--- config.mk ---
export PLATFORM = sky130hd
export DESIGN_NAME = operand_axis_split
export DESIGN_NICKNAME = d
export VERILOG_FILES = /design/src/rtl/operand_axis_split.sv
export SDC_FILE = /design/constraint.sdc
export NUM_CORES = 1
export LEC_CHECK = 0
export BUFFER_PORTS_ARGS = -buffer_cell sky130_fd_sc_hd__buf_4
export CORE_ASPECT_RATIO = 0.7
export CORE_MARGIN = 2
export CORE_UTILIZATION = 31
export DETAILED_ROUTE_END_ITERATION = 7
export GPL_TIMING_DRIVEN = 0
export SYNTH_ARGS = -nofsm -noshare
export SYNTH_HDL_FRONTEND = slang
export SYNTH_SLANG_ARGS = --single-unit
--- constraint.sdc ---
create_clock -name ACLK_I -period 4.3 [get_ports ACLK_I]
set_input_delay 0.215 -clock ACLK_I [delete_from_list [all_inputs] [get_ports ACLK_I]]
set_output_delay 0.215 -clock ACLK_I [all_outputs]
set_load 0.02 [all_outputs]
--- src/rtl/operand_axis_split.sv ---
// Splits a packed operand pair into two independently buffered AXI-Stream outputs.
// Both FIFOs are written on the same edge, so output beats stay paired by position.
module operand_axis_split_fifo #(
  parameter int W     = 8,
  parameter int DEPTH = 2
) (
  input  logic         clk,
  input  logic         rst_n,
  input  logic         i_push,
  input  logic [W-1:0] i_data,
  input  logic         i_ready,
  output logic         o_valid,
  output logic         o_full,
  output logic [W-1:0] o_data
);
  localparam int AW = (DEPTH > 1) ? $clog2(DEPTH) : 1;
  localparam logic [AW:0] FULL = (AW+1)'(DEPTH);

  logic [W-1:0]  r_mem [DEPTH];
  logic [AW-1:0] r_wptr;
  logic [AW-1:0] r_rptr;
  logic [AW:0]   r_count;
  logic          w_pop;

  assign w_pop   = (r_count != '0) & i_ready;
  assign o_valid = (r_count != '0);
  assign o_full  = (r_count == FULL);
  assign o_data  = r_mem[r_rptr];

  // Pointers wrap naturally since DEPTH is a power of two.
  always_ff @(posedge clk or negedge rst_n) begin
    if (!rst_n) begin
      for (int i = 0; i < DEPTH; i++)
        r_mem[i] <= '0;
      r_wptr  <= '0;
      r_rptr  <= '0;
      r_count <= '0;
    end else begin
      if (i_push) begin
        r_mem[r_wptr] <= i_data;
        r_wptr        <= r_wptr + AW'(1);
      end
      if (w_pop)
        r_rptr <= r_rptr + AW'(1);
      unique case ({i_push, w_pop})
        2'b10:   r_count <= r_count + (AW+1)'(1);
        2'b01:   r_count <= r_count - (AW+1)'(1);
        default: r_count <= r_count;
      endcase
    end
  end
endmodule

module operand_axis_split #(
  parameter int ADDER_WIDTH    = 4,
  parameter int OUT_AXIS_WIDTH = 8,
  parameter int FIFO_DEPTH     = 2
) (
  input  logic                        ACLK_I,
  input  logic                        ARST_N,
  input  logic [2*OUT_AXIS_WIDTH-1:0] data_i_tdata,
  input  logic                        data_i_tvalid,
  output logic                        data_i_tready,
  output logic [OUT_AXIS_WIDTH-1:0]   data1_o_tdata,
  output logic                        data1_o_tvalid,
  input  logic                        data1_o_tready,
  output logic [OUT_AXIS_WIDTH-1:0]   data2_o_tdata,
  output logic                        data2_o_tvalid,
  input  logic                        data2_o_tready
);
  logic [OUT_AXIS_WIDTH-1:0] w_op1;
  logic [OUT_AXIS_WIDTH-1:0] w_op2;
  logic                      w_push;
  logic                      w_full1;
  logic                      w_full2;
  logic                      w_unused;

  always_comb begin
    w_op1 = '0;
    w_op2 = '0;
    w_op1[ADDER_WIDTH-1:0] = data_i_tdata[ADDER_WIDTH-1:0];
    w_op2[ADDER_WIDTH-1:0] = data_i_tdata[OUT_AXIS_WIDTH +: ADDER_WIDTH];
  end

  assign w_unused = ^data_i_tdata;

  // Ready depends only on registered fill levels, never on output readies.
  assign data_i_tready = ~w_full1 & ~w_full2;
  assign w_push        = data_i_tvalid & data_i_tready;

  operand_axis_split_fifo #(
    .W     (OUT_AXIS_WIDTH),
    .DEPTH (FIFO_DEPTH)
  ) u_fifo1 (
    .clk     (ACLK_I),
    .rst_n   (ARST_N),
    .i_push  (w_push),
    .i_data  (w_op1),
    .i_ready (data1_o_tready),
    .o_valid (data1_o_tvalid),
    .o_full  (w_full1),
    .o_data  (data1_o_tdata)
  );

  operand_axis_split_fifo #(
    .W     (OUT_AXIS_WIDTH),
    .DEPTH (FIFO_DEPTH)
  ) u_fifo2 (
    .clk     (ACLK_I),
    .rst_n   (ARST_N),
    .i_push  (w_push),
    .i_data  (w_op2),
    .i_ready (data2_o_tready),
    .o_valid (data2_o_tvalid),
    .o_full  (w_full2),
    .o_data  (data2_o_tdata)
  );
endmodule

# Yosys cells after proc, flatten, opt, wreduce, memory -nomap -nowiden
# Index checks and enable logic that the tools add are counted.
[word_totals]
word_cells = 60
register_bits = 40
out_inout_bits = 19
[op_classes]
n_addsub = 8
eq_ne = 6
n_lt_le_gt_ge = 6
reduce_logical = 6
muxes = 14
bitwise_logic = 10
[op_table]
columns = ["operator", "count"]
rows = [
  ["2-to-1 mux 8 bit", 8],
  ["bitwise mux 16 bit", 2],
  ["demux 8 bit (select 1 bit)", 2],
  ["equality test 2 bit, second input constant", 4],
  ["greater-or-equal comparator 2 bit, second input constant", 4],
  ["NOT 1 -> 2 bit", 4],
  ["one-hot mux 2 bit (2 select lines)", 2],
  ["nonzero test 2 bit", 4],
  ["adder 1 bit, second input constant", 4],
  ["adder 2 x 1 -> 2 bit, second input constant", 2],
  ["AND 1 bit", 4],
  ["equality test 2 x 1 -> 1 bit, second input constant", 2],
  ["< comparator 2 x 1 -> 1 bit, second input constant", 2],
  ["subtractor 2 x 1 -> 2 bit, second input constant", 2],
  ["logical AND 1 bit", 2],
  ["NOT 1 bit", 2],
]

# Depth between registers and ports, before layout
[logic_depth]
ltp_word = 6
mapped_depth = 7
mapped_depth_nobuf = 6

# Hierarchy
# A second synthesis with hierarchy kept.
[unflattened]
cells_unflattened = 119
area_unflattened_um2 = 1776.7
[modules_own_cells]
columns = ["module", "area_each_um2", "instances", "cells_each", "seq_area_each_um2"]
rows = [
  ["operand_axis_split_fifo", 878.3, 2, 58, 500.5],
  ["operand_axis_split", 20.0, 1, 3, 0.0],
]

# Worst setup path before layout
# No wires, ideal clock.
[synth_timing]
kind = "register -> register"
from = "reg u_fifo2.r_count[1]"
to = "reg u_fifo1.r_count[1]"
path_slack_ns = 2.576
period_less_slack_ns = 1.724
path_stages_with_launch = 7
required_time_ns = 4.221
arrival_time_ns = 1.644
path_cell_list = "dfrtp_1 > nor2b_2 > or3b_1 > buf_2 > ha_1 > nor2_1 > xor2_1"
[synth_via]
elab_chain_len = 6
elab_cells_between_ends = 8
[synth_rtl]
columns = ["item", "line_no", "text"]
rows = [
  ["start: declaration", "22", "logic [AW:0] r_count;"],
  ["start signal: assignment", "46", "2'b10: r_count <= r_count + (AW+1)'(1);"],
  ["start signal: assignment", "47", "2'b01: r_count <= r_count - (AW+1)'(1);"],
  ["start signal: assignment", "48", "default: r_count <= r_count;"],
  ["equality test 2 bit (*)", "27", "assign o_full = (r_count == FULL);"],
  ["NOT 1 bit (*)", "88", "assign data_i_tready = ~w_full1 & ~w_full2;"],
  ["AND 1 bit (*)", "88", ""],
  ["AND 1 bit (*)", "89", "assign w_push = data_i_tvalid & data_i_tready;"],
  ["equality test 2 x 1 -> 1 bit or equality test 2 bit (tied branches)", "45", "unique case ({i_push, w_pop})"],
  ["one-hot mux 2 bit (2 select lines) or nonzero test 2 bit (tied branches)", "n/a", ""],
  ["end signal: assignment", "46", ""],
  ["end signal: assignment", "47", ""],
  ["end signal: assignment", "48", ""],
  ["end: declaration", "22", ""],
]
# Every way passes the cells marked *; elsewhere a longest branch is shown, timed or not.
# A chain may end at the register's enable or synchronous reset.

# Worst setup path in the final report
# Ends and elaborated chain as after synthesis.

==> out/qor.txt <==
critical path arrival: 2030 ps
Post-CTS Setup Bufs: 0
Synth area leader: dfrtp_1
CP max stage cell: dfrtp_1
WS Path Type: register to register
Placed Area: 1450 um2
clk sinks: 24
top cells by area, synth: dfrtp_1 50%, mux2_2 23%, buf_4 5.0%
Worst path max stage delay: 400 ps
first-pass GRT wire length: 3.34 mm
Root Driver: clkbuf_8
RSZ-0062 raised after global routing: no
max_cap viols: 0
GP Congestion: 0.711
#FFs+latches synth: 24
initial antenna violation count: 0
total negative slack: 0 ps
die area: 4360 um2
Pleak: 0.697 nW
VDD IR max: 287 uV
crit end category: register
vias in the first global route: 732
top cell type's share of synthesized area: 50.5%
drt first pass iters: 4
commonest non-fill, non-tap cell in the layout: buf_4
initial core utilization: 33.0%
library cells used by synthesis: 16
share of cells above drive strength 1: 56.2%
Syn Std Cell Area: 1190 um2
port bufs: 23
Setup Viol. Count Final: 0
CTS tree: done
Clock Tree Buf Depth: 2
Site Rows: 18
status: finished clean
Clock transition at path regs: 80 ps
final critical-path share of the clock period: 42.8%
final instance area: 1530 um2
total number of vias: 717
critical path peak fanout: 6
Layout area overhead: 28.8%
wire length per cell: 12.0 um
Final Hold Vio Count: 0
WP data required: 4490 ps
drt drc: 0
crit-path cells: nor2b_2, or3b_1, buf_2, ha_1, nor2_1, xor2_1
antenna cells: 0
fmax: 543 MHz
DRT iter0 DRCs: 38
Fin Clk Skew: 1.80 ps
P per Cell Area: 821 nW/um2
core area: 3600 um2
Die X: 78.1 um
Final nets: 145
syn avg cell area: 13.8 um2
hpwl dp: 1.59 mm
Overflow after GRT: 0
HP Class: primary input to register
GRT Util Overall: 10.0%
yosys warns: 0
Mapped Cells: 86
largest net degree at the start of global routing: 25
CTS H-tree depth: 1
Worst setup SP type: register
commonest cells after routing, fill and taps aside: 31 x buf_4, 24 x mux2_2, 24 x dfrtp_1, 8 x conb_1, 6 x xnor2_1
worst-skew pair later-pin latency: 260 ps
Die Y: 55.8 um
routed wire length: 2.05 mm
I/O pin cnt: 40
max-slew violations: 0
Avg Vias per Cell: 4.19
sequential fraction of the synthesis area: 50.5%
clock buffer count from CTS: 3
crit path time final: 1840 ps
Post-DRT Antenna Nets: 0
[power breakdown]
part,switching [W],internal (W)
logic,0.000288,0.000340
registers,0.0000876,0.000347
clock network,0.0000702,0.000124
total,0.000446,0.000811
[registers in the layout, indices dropped and copies added (netlist names)]
| signal | flops |
|---|---|
| u_fifo2.r_mem | 8 |
| u_fifo1.r_wptr | 1 |
| u_fifo2.r_wptr | 1 |
| u_fifo1.r_rptr | 1 |
| u_fifo2.r_count | 2 |
| u_fifo1.r_mem | 8 |
| u_fifo2.r_rptr | 1 |
| u_fifo1.r_count | 2 |
[through the flow]
stage | worst slack, ps | instances | hold slack, ps | power [W] | utilization [%]
after floorplan | 2580 | 93 | -80.6 | 0.000880 | -
after global placement | 2510 | 166 | 129 | 0.00105 | 40.3
after detailed placement | 2470 | 166 | 132 | 0.00108 | 40.3
after CTS | 2440 | 171 | 181 | 0.00128 | 42.5
after global routing | 2350 | 171 | 181 | 0.00134 | 42.5
final | 2460 | 171 | 187 | 0.00126 | 42.5
[critical path: cells and delay by family (launching register included)]
family,cells,cell delay [ps]
and+or+nand+nor,3,730
DFF,1,400
adders and majority gates,1,310
buffers and inverters,1,160
xor gates and xnor gates,1,160
[layout make-up]
| class | instances | area, um2 |
|---|---|---|
| plain buffers | 9 | 65.1 |
| clock buffers | 3 | 41.3 |
| clock inverters | 1 | 30.0 |
| fillers | 359 | 2070 |
| multi-input cells | 60 | 551 |
| flip-flops and latches | 24 | 601 |
| well taps | 50 | 62.6 |
| repair buffers | 24 | 183 |
[final timing paths]
check / startpoint / endpoint / slack [ps] / cells after the start
max in group asynchronous: ARST_N / u_fifo1.r_mem[0] / 3690 / 2
worst min register to register: u_fifo1.r_count[1] / u_fifo1.r_count[1] / 480 / 1
worst min-delay path: data_i_tdata[1] / u_fifo1.r_mem[9] / 190 / 2
worst max register to register: u_fifo2.r_count[1] / u_fifo1.r_count[1] / 2460 / 6
worst max-delay path: u_fifo2.r_count[1] / u_fifo1.r_count[1] / 2460 / 6
min in group asynchronous: ARST_N / u_fifo2.r_count[0] / 380 / 2
[per-layer routing]
| layer | up-vias | GRT usage [%] | wire length [um] |
|---|---|---|---|
| met5 | - | 0 | 0 |
| met4 | 0 | 3.01 | 20 |
| met3 | 2 | 3.57 | 122 |
| met2 | 22 | 16.0 | 966 |
| met1 | 345 | 12.9 | 938 |
| li1 | 348 | - | - |
[synth_stat cells (all sizes together)]
cell type,count
dfrtp,24
mux2,24
nor3,2
xnor2,6
nor2,3
or2,2
xor2,4
conb,1
nor2b,2
or3b,1
buf,9
ha,2
nand2,2
and2,2
nor4b,2
[repair_timing]
item | in CTS | in global routing
setup endpoints to repair | 0 | 0
hold buffers | 1 | 0
resized for setup | 0 | 0
hold endpoints to repair | 24 | 0
[logic make-up (layout without fill, tap and decap cells)]
logic type	count (synthesis)	after routing	share of synthesized area (%)
buffers and inverters	9	37	5.47
and+or+nand+nor	16	16	11.6
muxes	24	24	22.7
xor gates and xnor gates	10	10	7.36
DFF	24	24	50.5
adders and majority gates	2	2	2.10
other	1	8	0.315
No activity file was read; power rests on OpenSTA's default activity.
